$ cat config.mk
export PLATFORM = sky130hd
export DESIGN_NAME = lsu_mmio_ctrl
export DESIGN_NICKNAME = d
export VERILOG_FILES = /design/src/rtl/lsu_pkg.sv /design/src/rtl/bit_synchronizer.sv /design/src/rtl/lsu_mmio_ctrl.sv
export SDC_FILE = /design/constraint.sdc
export NUM_CORES = 1
export LEC_CHECK = 0
export CAP_MARGIN = 20
export CORE_MARGIN = 2
export CORE_UTILIZATION = 56
export CTS_CLUSTER_DIAMETER = 80
export DETAILED_ROUTE_END_ITERATION = 8
export PLACE_DENSITY = 0.9
export SLEW_MARGIN = 40
export SYNTH_ARGS = -nofsm -noshare
export SYNTH_HDL_FRONTEND = slang
export SYNTH_SLANG_ARGS = --single-unit
export TNS_END_PERCENT = 20
$ cat constraint.sdc
create_clock -name clk_i -period 7.8 [get_ports clk_i]
set_input_delay 2.34 -clock clk_i [delete_from_list [all_inputs] [get_ports clk_i]]
set_output_delay 2.34 -clock clk_i [all_outputs]
set_load 0.01 [all_outputs]
$ cat src/rtl/lsu_pkg.sv
// Shared types and helpers for the load/store unit and its MMIO window.
// Holds the FSM state encoding, access sizes and the MMIO register stride.
package lsu_pkg;

    typedef enum logic [1:0] {
        ST_IDLE  = 2'd0,
        ST_BEAT0 = 2'd1,
        ST_BEAT1 = 2'd2,
        ST_RESP  = 2'd3
    } lsu_state_e;

    typedef enum logic [1:0] {
        SZ_BYTE = 2'd0,
        SZ_HALF = 2'd1,
        SZ_WORD = 2'd2
    } lsu_size_e;

    localparam int MMIO_STRIDE = 4;

    // funct3[1:0]: 00 byte, 01 half, 1x word
    function automatic lsu_size_e decode_size(input logic [1:0] f3_size);
        if (f3_size[1])      return SZ_WORD;
        else if (f3_size[0]) return SZ_HALF;
        else                 return SZ_BYTE;
    endfunction

    function automatic logic [2:0] size_bytes(input lsu_size_e sz);
        case (sz)
            SZ_BYTE: return 3'd1;
            SZ_HALF: return 3'd2;
            default: return 3'd4;
        endcase
    endfunction

endpackage

$ cat src/rtl/bit_synchronizer.sv
// Multi-stage flop chain that brings asynchronous pins into the clk_i domain.
// Synchronous active-high reset clears every stage.
module bit_synchronizer #(
    parameter int WIDTH  = 1,
    parameter int STAGES = 2
) (
    input  logic             clk_i,
    input  logic             rst_i,
    input  logic [WIDTH-1:0] async_i,
    output logic [WIDTH-1:0] sync_o
);

    logic [WIDTH-1:0] chain_q [STAGES];

    always_ff @(posedge clk_i) begin
        if (rst_i) begin
            for (int s = 0; s < STAGES; s++) chain_q[s] <= '0;
        end else begin
            chain_q[0] <= async_i;
            for (int s = 1; s < STAGES; s++) chain_q[s] <= chain_q[s-1];
        end
    end

    assign sync_o = chain_q[STAGES-1];

endmodule

$ cat src/rtl/lsu_mmio_ctrl.sv
// Load/store unit: sizes, lane-aligns and extends data, splits misaligned
// accesses into two memory beats, and serves a small MMIO window locally.
//
// state | meaning
// IDLE  | ready for a request; MMIO accesses complete from here
// BEAT0 | first (lower) aligned memory beat, waiting on mem_ack_i
// BEAT1 | second beat of a split access, word above BEAT0
// RESP  | one-cycle response pulse, no accept
module lsu_mmio_ctrl
    import lsu_pkg::*;
#(
    parameter int                ADDR_W      = 32,
    parameter logic [ADDR_W-1:0] MMIO_BASE   = ADDR_W'(32'h4000),
    parameter int                N_OUT       = 2,
    parameter int                OUT_W       = 4,
    parameter int                IN_W        = 4,
    parameter int                SYNC_STAGES = 2
) (
    input  logic                   clk_i,
    input  logic                   rst_i,
    input  logic                   req_valid_i,
    output logic                   req_ready_o,
    input  logic                   req_we_i,
    input  logic [2:0]             req_funct3_i,
    input  logic [ADDR_W-1:0]      req_addr_i,
    input  logic [31:0]            req_wdata_i,
    output logic                   rsp_valid_o,
    output logic [31:0]            rsp_rdata_o,
    output logic                   mem_req_o,
    output logic [3:0]             mem_we_o,
    output logic [ADDR_W-1:0]      mem_addr_o,
    output logic [31:0]            mem_wdata_o,
    input  logic                   mem_ack_i,
    input  logic [31:0]            mem_rdata_i,
    input  logic [IN_W-1:0]        sw_i,
    output logic [N_OUT*OUT_W-1:0] out_o
);

    lsu_state_e state_q, state_d;

    logic [IN_W-1:0]        sw_sync;
    logic [N_OUT*OUT_W-1:0] out_q;

    logic [ADDR_W-3:0] word_q;
    logic [1:0]        off_q;
    lsu_size_e         size_q;
    logic              uns_q;
    logic              we_q;
    logic              split_q;
    logic [63:0]       win_q;
    logic [7:0]        mask_q;
    logic [31:0]       lo_q;
    logic [31:0]       rdata_q;

    bit_synchronizer #(
        .WIDTH  (IN_W),
        .STAGES (SYNC_STAGES)
    ) u_sw_sync (
        .clk_i   (clk_i),
        .rst_i   (rst_i),
        .async_i (sw_i),
        .sync_o  (sw_sync)
    );

    // Request decode: MMIO hit, sized store window and split detection
    logic              accept;
    logic [ADDR_W-1:0] mmio_off;
    logic [N_OUT-1:0]  hit_out;
    logic              hit_sw;
    logic              is_mmio;
    logic [31:0]       mmio_rdata;
    lsu_size_e         size_in;
    logic [31:0]       sized_in;
    logic [7:0]        bmask_in;
    logic [63:0]       win_in;
    logic [7:0]        mask_in;
    logic              split_in;

    assign accept   = req_valid_i && (state_q == ST_IDLE);
    assign mmio_off = req_addr_i - MMIO_BASE;
    assign size_in  = decode_size(req_funct3_i[1:0]);

    always_comb begin
        hit_out    = '0;
        mmio_rdata = '0;
        for (int k = 0; k < N_OUT; k++) begin
            hit_out[k] = (mmio_off == ADDR_W'(MMIO_STRIDE * k));
            if (hit_out[k]) mmio_rdata[OUT_W-1:0] = out_q[k*OUT_W +: OUT_W];
        end
        hit_sw = (mmio_off == ADDR_W'(MMIO_STRIDE * N_OUT));
        if (hit_sw) mmio_rdata[IN_W-1:0] = sw_sync;
        is_mmio = (|hit_out) || hit_sw;
    end

    always_comb begin
        case (size_in)
            SZ_BYTE: begin sized_in = {24'b0, req_wdata_i[7:0]};  bmask_in = 8'h01; end
            SZ_HALF: begin sized_in = {16'b0, req_wdata_i[15:0]}; bmask_in = 8'h03; end
            default: begin sized_in = req_wdata_i;                bmask_in = 8'h0F; end
        endcase
        win_in   = req_we_i ? ({32'b0, sized_in} << {req_addr_i[1:0], 3'b000}) : 64'b0;
        mask_in  = req_we_i ? (bmask_in << req_addr_i[1:0]) : 8'h00;
        split_in = ({1'b0, req_addr_i[1:0]} + size_bytes(size_in)) > 3'd4;
    end

    // Load extend: BEAT1 supplies the high word, a single beat has none
    logic [63:0] load_win;
    logic [31:0] shifted;
    logic [31:0] load_val;

    always_comb begin
        load_win = (state_q == ST_BEAT1) ? {mem_rdata_i, lo_q} : {32'b0, mem_rdata_i};
        shifted  = 32'(load_win >> {off_q, 3'b000});
        case (size_q)
            SZ_BYTE: load_val = uns_q ? {24'b0, shifted[7:0]}  : {{24{shifted[7]}}, shifted[7:0]};
            SZ_HALF: load_val = uns_q ? {16'b0, shifted[15:0]} : {{16{shifted[15]}}, shifted[15:0]};
            default: load_val = shifted;
        endcase
    end

    always_ff @(posedge clk_i) begin
        if (rst_i) state_q <= ST_IDLE;
        else       state_q <= state_d;
    end

    always_comb begin
        state_d     = state_q;
        req_ready_o = 1'b0;
        rsp_valid_o = 1'b0;
        rsp_rdata_o = '0;
        mem_req_o   = 1'b0;
        mem_we_o    = '0;
        mem_addr_o  = '0;
        mem_wdata_o = '0;
        case (state_q)
            ST_IDLE: begin
                req_ready_o = 1'b1;
                if (req_valid_i) state_d = is_mmio ? ST_RESP : ST_BEAT0;
            end
            ST_BEAT0: begin
                mem_req_o   = 1'b1;
                mem_addr_o  = {word_q, 2'b00};
                mem_we_o    = mask_q[3:0];
                mem_wdata_o = win_q[31:0];
                if (mem_ack_i) state_d = split_q ? ST_BEAT1 : ST_RESP;
            end
            ST_BEAT1: begin
                mem_req_o   = 1'b1;
                mem_addr_o  = {word_q + 1'b1, 2'b00};
                mem_we_o    = mask_q[7:4];
                mem_wdata_o = win_q[63:32];
                if (mem_ack_i) state_d = ST_RESP;
            end
            default: begin
                rsp_valid_o = 1'b1;
                rsp_rdata_o = rdata_q;
                state_d     = ST_IDLE;
            end
        endcase
    end

    always_ff @(posedge clk_i) begin
        if (rst_i) begin
            out_q   <= '0;
            word_q  <= '0;
            off_q   <= '0;
            size_q  <= SZ_BYTE;
            uns_q   <= 1'b0;
            we_q    <= 1'b0;
            split_q <= 1'b0;
            win_q   <= '0;
            mask_q  <= '0;
            lo_q    <= '0;
            rdata_q <= '0;
        end else begin
            if (accept) begin
                word_q  <= req_addr_i[ADDR_W-1:2];
                off_q   <= req_addr_i[1:0];
                size_q  <= size_in;
                uns_q   <= req_funct3_i[2];
                we_q    <= req_we_i;
                split_q <= split_in;
                win_q   <= win_in;
                mask_q  <= mask_in;
                lo_q    <= '0;
                rdata_q <= (is_mmio && !req_we_i) ? mmio_rdata : 32'b0;
                for (int k = 0; k < N_OUT; k++) begin
                    if (req_we_i && hit_out[k]) out_q[k*OUT_W +: OUT_W] <= req_wdata_i[OUT_W-1:0];
                end
            end
            if (state_q == ST_BEAT0 && mem_ack_i) begin
                lo_q <= mem_rdata_i;
                if (!split_q) rdata_q <= we_q ? 32'b0 : load_val;
            end
            if (state_q == ST_BEAT1 && mem_ack_i) rdata_q <= we_q ? 32'b0 : load_val;
        end
    end

    assign out_o = out_q;

endmodule
==> results.py <==
metrics = {
    "pwr": {
        "leakagePower_uw": 0.00452,
        "p_int_uw": 1930,
        "power_per_cell_area_mw_per_mm2": 236,
        "irDropWorstVdd_mv": 0.172,
        "power.switching_uw": 1160,
        "power.share.clock_pct": 28.2,
        "combPwrFrac_pct": 35.4,
        "power_frac_seq_pct": 36.4,
        "p_sw_share_pct": 37.7,
    },
    "placement": {
        "dp_hpwl_um": 22200,
        "gp_congestion": 0.963,
        "io_buffers": 216,
    },
    "synthesis": {
        "syn_area_per_cell_um2": 8.09,
        "synth-main-ff-cell": "dfxtp_1",
        "synth_cells": 1276,
        "seq_area_frac_synth_pct": 35.3,
        "netlist_area_mm2": 0.0103,
        "ys_ff_latch": 182,
        "async_flop_share_pct": 0,
        "yosys_warnings": 0,
        "synth_edf_count": 0,
        "yosysUniqueCellTypes": 61,
    },
    "timing": {
        "final.setup.tns_ns": 0,
        "tightest_slew_ns": 0.853,
        "fin_worst_skew_ns": 0.00734,
        "fin_crit_sh_pct": 74.4,
        "fmax_mhz": 172,
        "layout_min_cycle_time_ns": 5.80,
        "setup_viol": 0,
        "rsz0062_at_grt": "false",
        "slew_violations": 0,
        "slew_headroom_pct": 43.0,
        "hold_violations": 0,
    },
    "cts": {
        "cts_setup_buffers": 0,
        "cts.sink_count": 182,
        "clk_latency_ns": 0.45,
        "numCtsBuffers": 17,
        "clockBufferDepth": 2,
        "ctsResizeCount": 0,
        "cts_tree": "yes",
        "hold_buffers": 0,
        "root_buffer": "clkbuf_16",
        "clkTransAtPathRegs_ns": 0.07,
        "ctsHtreeMaxLevel": 4,
    },
    "grt": {
        "antenna_found_initial": 1,
        "grt_overflow": 0,
        "grt_pass1_wl_um": 51900,
        "track_usage_pct": 32.6,
        "grt_pass1_vias": 9832,
        "grt_max_degree": 111,
    },
    "hold_path": {
        "holdPathEnd": "u_sw_sync.chain_q[0][5]",
        "hp-class": "reg -> reg",
        "min_path_cells": 1,
        "min-delay-start": "u_sw_sync.chain_q[0][1]",
    },
    "setup_path": {
        "end_kind": "output pin",
        "path_max_fanout": 9,
        "arrival_ns": 3.46,
        "path_class": "reg -> out",
        "cpMaxStageDelayCell": "or4_1",
        "timing.rr.start": "state_q[0]",
        "max_stage_delay_ns": 0.73,
        "crit_buf_inv": 1,
        "cp_cell_sequence": "nand4_1 > or4_1 > or3_1 > or4_1 > nand3_1 > clkdlybuf4s50_1",
        "critPathRequiredTime_ns": 5.46,
        "worstSetupStartpointType": "register",
        "rrSetupSlack_ns": 4.57,
        "crit_path_frequent_cell": "or4_1",
        "path_delay_family": "simple AND/OR/NAND/NOR gates",
        "worstReg2RegEnd": "rdata_q[15]",
        "rr_worst_depth": 8,
    },
    "cells_and_area": {
        "nNetsFinal": 1528,
        "drive_gt1_share_pct": 9.12,
        "fin_util_pct": 72.7,
        "area_delta_synth_final_pct": 26.9,
        "layout.cells.most_common_list": "213 x clkdlybuf4s50_1, 181 x dfxtp_1, 162 x nand2_1, 155 x nor2_1, 109 x a22oi_1",
        "layout.cells.most_common": "clkdlybuf4s50_1",
        "multi_input_area_mm2": 0.00627,
        "n_fill_cell": 1326,
        "regArea_mm2": 0.00364,
    },
    "run_status": {
        "status": "complete, no violations",
    },
    "floorplanning": {
        "core-area_mm2": 0.0180,
        "die_area_mm2": 0.0195,
        "row_count": 49,
        "die_h_um": 140,
        "dieWidth_um": 140,
        "io_pins": 219,
        "initial_core_util_pct": 57.3,
    },
    "route": {
        "routed_wl_um": 33000,
        "antenna_left": 0,
        "via_per_inst": 6.48,
        "drc_errors": 0,
        "vias": 10700,
        "dr.pass1.iters": 8,
        "drt_iter0_drc": 1406,
        "avgRoutedWirePerCell_um": 19.9,
    },
    "flow_run": {
        "drv_cap": 0,
    },
}
==> worst max-delay path by stage <==
stage / startpoint / to / slack, ns / cells after the start
6_report: word_q[4] / mem_addr_o[31] / 2.00 / 6
3_3_place_gp: state_q[0] / mem_addr_o[26] / 2.52 / 9
2_1_floorplan: state_q[0] / mem_addr_o[13] / 3.01 / 9
4_1_cts: word_q[4] / mem_addr_o[31] / 2.00 / 6
5_1_grt: word_q[4] / mem_addr_o[31] / 1.84 / 6
3_5_place_dp: word_q[4] / mem_addr_o[31] / 2.47 / 6
==> state kept, by name, summed over array words and instances, names as in the netlist <==
name               flops
state_q                2
win_q                 56
out_o                  8
off_q                  2
lo_q                  32
mask_q                 7
u_sw_sync.chain_q      8
uns_q                  1
we_q                   1
size_q                 2
word_q                30
rdata_q               32
split_q                1
==> per-layer routing <==
layer / track usage, % / part of all wire, %
met1: 45.5 / 40
met2: 49.4 / 45
met3: 7.26 / 12
met4: 12.2 / 3.5
met5: 0 / 0
==> worst reg2reg max path, delay by kind of cell (launching register included) <==
family / cells / cell delay [ns]
DFF: 1 / 0.34
adders and majority gates: 1 / 0.35
muxes: 2 / 0.90
and+or+nand+nor: 1 / 0.52
AOI/OAI and AO/OA: 2 / 0.31
buffers and inverters: 2 / 0.74
==> stage by stage <==
stage	hold slack [ns]	power [uW]	area, um2	worst slack [ns]	instances
after CTS	0.438	3060	13100	2.00	1655
final	0.437	3090	13100	2.00	1656
after global placement	0.417	2160	12500	2.52	1623
after detailed placement	0.422	2200	12500	2.47	1623
after floorplan	0.414	1840	10300	3.01	1277
after global routing	0.466	3220	13100	1.84	1656
==> final cells by class <==
class                           instances  area share (%)
Antenna cell                            1          0.0191
Clock buffer                           19            3.38
Sequential cell                       182            27.8
Clock inverter                         13            1.13
Multi-Input combinational cell        971            47.9
Inverter                               11           0.315
Timing Repair Buffer                  230            17.3
Tap cell                              229            2.19
==> Yosys cell counts (all sizes together), types with 5 or more instances <==
cell | number | share of area (%)
a22o | 9 | 0.76
o2111ai | 6 | 0.68
or4 | 9 | 0.73
a21oi | 100 | 4.8
a31oi | 12 | 0.73
nor4 | 13 | 0.93
mux2i | 69 | 6.7
o22ai | 5 | 0.30
nor3 | 18 | 0.87
and3 | 15 | 0.91
and2 | 40 | 2.4
dfxtp | 182 | 35
o211ai | 11 | 0.80
nand4 | 8 | 0.48
a21o | 12 | 0.87
or2 | 10 | 0.61
nand3 | 10 | 0.48
nor2 | 156 | 5.7
a311oi | 7 | 0.59
nand2b | 15 | 0.91
nand2 | 163 | 5.9
inv | 10 | 0.36
mux4 | 16 | 3.5
o221a | 17 | 1.9
mux2 | 17 | 1.9
ha | 6 | 0.73
o2bb2ai | 16 | 1.4
clkbuf | 92 | 3.3
o21ai | 49 | 2.4
buf | 21 | 0.87
nor2b | 18 | 1.1
a22oi | 109 | 7.9
==> kinds of logic after synthesis <==
family | Yosys count | synth area share, %
and+or+nand+nor | 492 | 22.3
AOI/OAI and AO/OA | 365 | 24.5
DFF | 182 | 35.3
buffers and inverters | 124 | 4.62
muxes | 102 | 12.0
adders and majority gates | 7 | 0.921
xor gates and xnor gates | 3 | 0.255
other | 1 | 0.0363
==> power by group through the flow <==
stage	combinational [uW]	clock [uW]	sequential (uW)
2_1_floorplan	739	0	1100
3_3_place_gp	1030	0	1130
3_5_place_dp	1060	0	1140
4_1_cts	1070	872	1120
5_1_grt	1180	911	1140
6_report	1090	872	1120
No activity file was read; power rests on OpenSTA's default activity.
